## src/rtl/wb_pkg.sv

```systemverilog
// wb_pkg: shared types for the writeback queue (register address width, queued entry layout).
package wb_pkg;
  localparam int REG_ADDR_W = 4;
  localparam int DATA_W = 8;
  typedef struct packed {
    logic [REG_ADDR_W-1:0] addr;
    logic [DATA_W-1:0]     data;
  } wb_entry_t;
endpackage

```

## src/rtl/wb_fwd_match.sv

```systemverilog
// wb_fwd_match: youngest-valid-entry search over the queue for a decode-stage read address.
module wb_fwd_match
  import wb_pkg::*;
#(
  parameter int DEPTH = 4
) (
  input  wb_entry_t                    ent_i [DEPTH],
  input  logic [DEPTH-1:0]             vld_i,
  input  logic [$clog2(DEPTH)-1:0]     wr_i,
  input  logic [REG_ADDR_W-1:0]        raddr_i,
  output logic                         hit_o,
  output logic [DATA_W-1:0]            data_o
);
  localparam int PW = $clog2(DEPTH);
  logic [PW-1:0] idx;
  // Walk oldest to youngest starting at the write pointer so the last match wins.
  always_comb begin
    hit_o = 1'b0;
    data_o = '0;
    idx = '0;
    for (int i = 0; i < DEPTH; i++) begin
      idx = wr_i + PW'(i);
      if (vld_i[idx] && ent_i[idx].addr == raddr_i) begin
        hit_o = 1'b1;
        data_o = ent_i[idx].data;
      end
    end
  end
endmodule

```

## src/rtl/wb_write_queue.sv

```systemverilog
// wb_write_queue: FIFO between execute results and the shared register-file write port.
// Define WB_QUEUE_FWD_EN to forward queued, not-yet-written values to decode.
module wb_write_queue
  import wb_pkg::*;
#(
  parameter int WIDTH = DATA_W,
  parameter int DEPTH = 4
) (
  input  logic                       clk,
  input  logic                       reset,
  input  logic                       in_valid,
  input  logic [REG_ADDR_W-1:0]      in_addr,
  input  logic [WIDTH-1:0]           in_data,
  output logic                       in_ready,
  input  logic                       rf_port_free,
  output logic                       rf_we,
  output logic [REG_ADDR_W-1:0]      rf_waddr,
  output logic [WIDTH-1:0]           rf_wdata,
  input  logic [REG_ADDR_W-1:0]      fwd_raddr,
  output logic                       fwd_hit,
  output logic [WIDTH-1:0]           fwd_data,
  output logic [$clog2(DEPTH):0]     count
);
  localparam int PW = $clog2(DEPTH);
  localparam int CW = PW + 1;
  wb_entry_t mem_q [DEPTH];
  logic [DEPTH-1:0] vld_q, vld_d;
  logic [PW-1:0] wr_q, wr_d, rd_q, rd_d;
  logic [CW-1:0] cnt_q, cnt_d;
  logic push, pop, empty;
  assign empty = cnt_q == '0;
  assign in_ready = reset && cnt_q != CW'(DEPTH);
  assign rf_we = reset && !empty && rf_port_free;
  assign push = in_valid && in_ready;
  assign pop = rf_we;
  assign rf_waddr = empty ? '0 : mem_q[rd_q].addr;
  assign rf_wdata = empty ? '0 : mem_q[rd_q].data;
  assign count = cnt_q;
  assign wr_d = push ? wr_q + 1'b1 : wr_q;
  assign rd_d = pop ? rd_q + 1'b1 : rd_q;
  assign cnt_d = cnt_q + CW'(push) - CW'(pop);
  // Push and pop never share a slot: that needs both empty and full at once.
  always_comb begin
    vld_d = vld_q;
    if (pop) vld_d[rd_q] = 1'b0;
    if (push) vld_d[wr_q] = 1'b1;
  end
  always_ff @(posedge clk) begin
    if (!reset) begin
      wr_q <= '0;
      rd_q <= '0;
      cnt_q <= '0;
      vld_q <= '0;
    end else begin
      wr_q <= wr_d;
      rd_q <= rd_d;
      cnt_q <= cnt_d;
      vld_q <= vld_d;
    end
  end
  always_ff @(posedge clk) begin
    if (push) mem_q[wr_q] <= '{addr: in_addr, data: in_data};
  end
`ifdef WB_QUEUE_FWD_EN
  logic hit;
  logic [DATA_W-1:0] hit_data;
  wb_fwd_match #(.DEPTH(DEPTH)) u_fwd (
    .ent_i  (mem_q),
    .vld_i  (vld_q),
    .wr_i   (wr_q),
    .raddr_i(fwd_raddr),
    .hit_o  (hit),
    .data_o (hit_data)
  );
  assign fwd_hit = reset && hit;
  assign fwd_data = fwd_hit ? hit_data : '0;
`else
  logic fwd_unused;
  assign fwd_unused = ^{fwd_raddr, vld_q};
  assign fwd_hit = 1'b0;
  assign fwd_data = '0;
`endif
endmodule

```

## config.mk

```make
export PLATFORM = sky130hd
export DESIGN_NAME = wb_write_queue
export DESIGN_NICKNAME = d
export VERILOG_FILES = /design/src/rtl/wb_pkg.sv /design/src/rtl/wb_fwd_match.sv /design/src/rtl/wb_write_queue.sv
export SDC_FILE = /design/constraint.sdc
export NUM_CORES = 1
export LEC_CHECK = 0
export ABC_AREA = 0
export CORE_ASPECT_RATIO = 1.2
export CORE_UTILIZATION = 40
export DETAILED_ROUTE_END_ITERATION = 6
export PLACE_DENSITY = 0.68
export SLEW_MARGIN = 40
export SYNTH_ARGS = -nofsm -noshare
export SYNTH_HDL_FRONTEND = slang
export SYNTH_SLANG_ARGS = --single-unit
```

## constraint.sdc

```tcl
create_clock -name clk -period 2.7 [get_ports clk]
set_input_delay 0.54 -clock clk [delete_from_list [all_inputs] [get_ports clk]]
set_output_delay 0.54 -clock clk [all_outputs]
set_load 0.1 [all_outputs]
```

==> results.py, run 1 <==
metrics = {
    "drt": {
        "drt-pass1-iter-count": 4,
        "drtIter0Drc": 78,
        "antenna_left": 0,
        "wl_per_cell_um": 14.2,
        "routed_wl_um": 3830,
        "route.vias.total": 1252,
        "viasPerCell": 4.64,
        "drc": 0,
    },
    "synth": {
        "ys.flop_type": "edfxtp_1",
        "yosysWarningCount": 0,
        "synth_area_leaders": "edfxtp_1 (61%), mux4_2 (9.6%), dfxtp_1 (7.7%)",
        "synth-async-reset-ratio_pct": 0,
        "yosys.cell_types.count": 25,
        "yosysMostFrequentCell": "edfxtp_1",
        "ys_seq_elements": 57,
        "synth-edff-count": 48,
        "yosysSeqAreaShare_pct": 68.9,
        "synthTopCellsByCount": "edfxtp_1 (48), mux4_2 (10), buf_4 (9), dfxtp_1 (9), nor2b_1 (9)",
        "synth_top_area_share_pct": 61.3,
        "yosys.area.top_type": "edfxtp_1",
        "syn_inst": 136,
        "avgSynthCellArea_um2": 17.3,
        "syn_area_um2": 2350,
    },
    "worst_hold_path": {
        "min_from": "rd_q[1]",
        "hp-class": "reg -> reg",
        "worstHoldPathCells": 2,
    },
    "clocking": {
        "cts.clk_slew.worst_paths_ns": 0.06,
        "cts-buffers-inserted": 9,
        "cts-resized-gates": 0,
        "numClockSinks": 57,
        "cts_hold_buf": 0,
        "htree_levels": 3,
        "cts_root_buf": "clkbuf_8",
        "clk_latency_ns": 0.32,
        "cts_tree": "done",
        "clockBufferDepth": 2,
        "cts_setup_buffers": 0,
    },
    "final_layout": {
        "drive_gt1_share_pct": 33.7,
        "fillers": 454,
        "multi_input_area_um2": 681,
        "antenna_cells": 0,
        "regArea_um2": 1630,
        "final_nets": 212,
        "syn2layout_area_growth_pct": 32.7,
    },
    "timing": {
        "rsz0062_at_grt": "false",
        "setup_viol": 0,
        "fmaxAchievable_mhz": 399,
        "hold_viol": 0,
        "relSlewSlack_pct": 59.1,
        "skew_ns": 0.00375,
        "setup_slack_ns": 0.196,
        "period_share_pct": 92.8,
        "min_period_ns": 2.50,
        "finalMaxSlewViolations": 0,
        "worst_pin_slew_ns": 0.613,
    },
    "floorplanning": {
        "die_w_um": 72.0,
        "die_area_um2": 6190,
        "rows": 30,
        "core_um2": 5670,
        "initial_utilization_pct": 41.5,
        "ios": 46,
        "die_h_um": 86.0,
    },
    "global_routing": {
        "grt_pass1_wl_um": 6150,
        "grt_pass1_vias": 1333,
        "grt-ovfl-total": 0,
        "grt_util_all_layers_pct": 13.9,
        "grt_max_degree": 15,
        "antenna_found_initial": 0,
    },
    "critical_path": {
        "reg2reg_setup_slack_ns": 0.30,
        "cp-start-kind": "flop",
        "path_class": "reg -> out",
        "critPathRequiredTime_ns": 2.16,
        "arrival_ns": 1.96,
        "r2r_start": "count[2]",
        "regToRegEndpoint": "count[2]",
        "crit_fanout": 8,
        "worst_setup_path_end_kind": "output port",
        "r2r_cells": 10,
    },
    "run": {
        "cap_violations": 0,
    },
    "placement": {
        "dpl.hpwl_um": 2740,
        "io_buffers": 32,
        "finalWeightedCongestion": 0.766,
        "pre_cts_slack_ns": -0.0480,
    },
    "outcome": {
        "run_status": "completed",
    },
}
==> flip-flops by register name, summed over array words and instances (netlist names), named ones only <==
signal	count
count	3
rd_q	2
mem_q	48
wr_q	2
==> cell families (layout without fill, tap and decap cells) <==
group	count (synthesis)	count (layout)	share of synthesized area, %
DFF	57	57	68.9
AOI/OAI and AO/OA	5	5	1.17
muxes	14	14	12.7
buffers and inverters	19	65	4.84
other	1	9	0.159
xor gates and xnor gates	2	2	0.745
and+or+nand+nor	31	31	7.45
adders and majority gates	7	7	4.04
==> cell usage in the layout (no fill, tap or decap), types with 4 or more instances in the layout <==
master           count
buf_4               13
dfxtp_1              6
conb_1               9
nor2_1               5
edfxtp_1            48
nand2_1              4
nor2b_2              9
clkdlybuf4s50_1     15
and2_1               6
buf_12              14
inv_1                7
clkbuf_8             9
mux4_2              10
ha_1                 6
==> area by class of cell <==
type	count	share of cell area [%]
inverters	7	0.842
repair buffers	42	16.9
clock inverters	5	0.721
clock buffers	11	4.21
multi-input cells	68	21.8
well taps	80	3.21
flip-flops and latches	57	52.3
==> worst max-delay path by stage <==
| stage | startpoint | cells past startpoint | to | slack (ns) |
|---|---|---|---|---|
| after global placement | reset | 12 | count[2] | 0.02 |
| after detailed placement | reset | 12 | count[2] | -0.05 |
| after CTS | flop | 4 | rf_wdata[2] | 0.16 |
| after floorplan | count[2] | 10 | count[2] | 0.008 |
| final | flop | 4 | rf_wdata[2] | 0.20 |
| after global routing | flop | 4 | rf_wdata[2] | 0.07 |
==> per-layer routing <==
metal	share of wire [%]	track usage [%]
met3	4.9	4.82
met5	0	0
met2	56	23.8
met4	1.4	6.42
met1	38	15.4
==> metrics by stage <==
step	hold WS, ns	area (µm²)	utilization, %	setup TNS (ns)	instances
3_3_place_gp	0.463	2970	52.4	0	254
5_1_grt	0.533	3120	55.1	0	270
2_1_floorplan	0.459	2430	-	0	144
6_report	0.486	3120	55.1	0	270
4_1_cts	0.489	3120	55.1	0	270
3_5_place_dp	0.478	2970	52.4	-0.0480	254
==> worst max-delay path, cell delays in order, from the launching register on <==
cell	delay, ns
dfxtp_1	0.48
buf_4	0.28
mux4_2	0.50
and2b_1	0.20
buf_12	0.17
Power of run 1 is not shown: default switching activity piles up to over one toggle a cycle in this logic, so the estimate is an artifact.
==> run 2, diff against run 1 <==
CTS_CLUSTER_SIZE = 30   (was unset)
==> results of run 2 <==
Final layout, timing and power as in run 1 (identical DEF).
Power of run 2 is left out for the same reason.
==> run 3, diff against run 2 <==
CAP_MARGIN = 0   (was unset)
==> results of run 3 <==
Final layout, timing and power as in run 1 (identical DEF).
Power of run 3 is left out for the same reason.
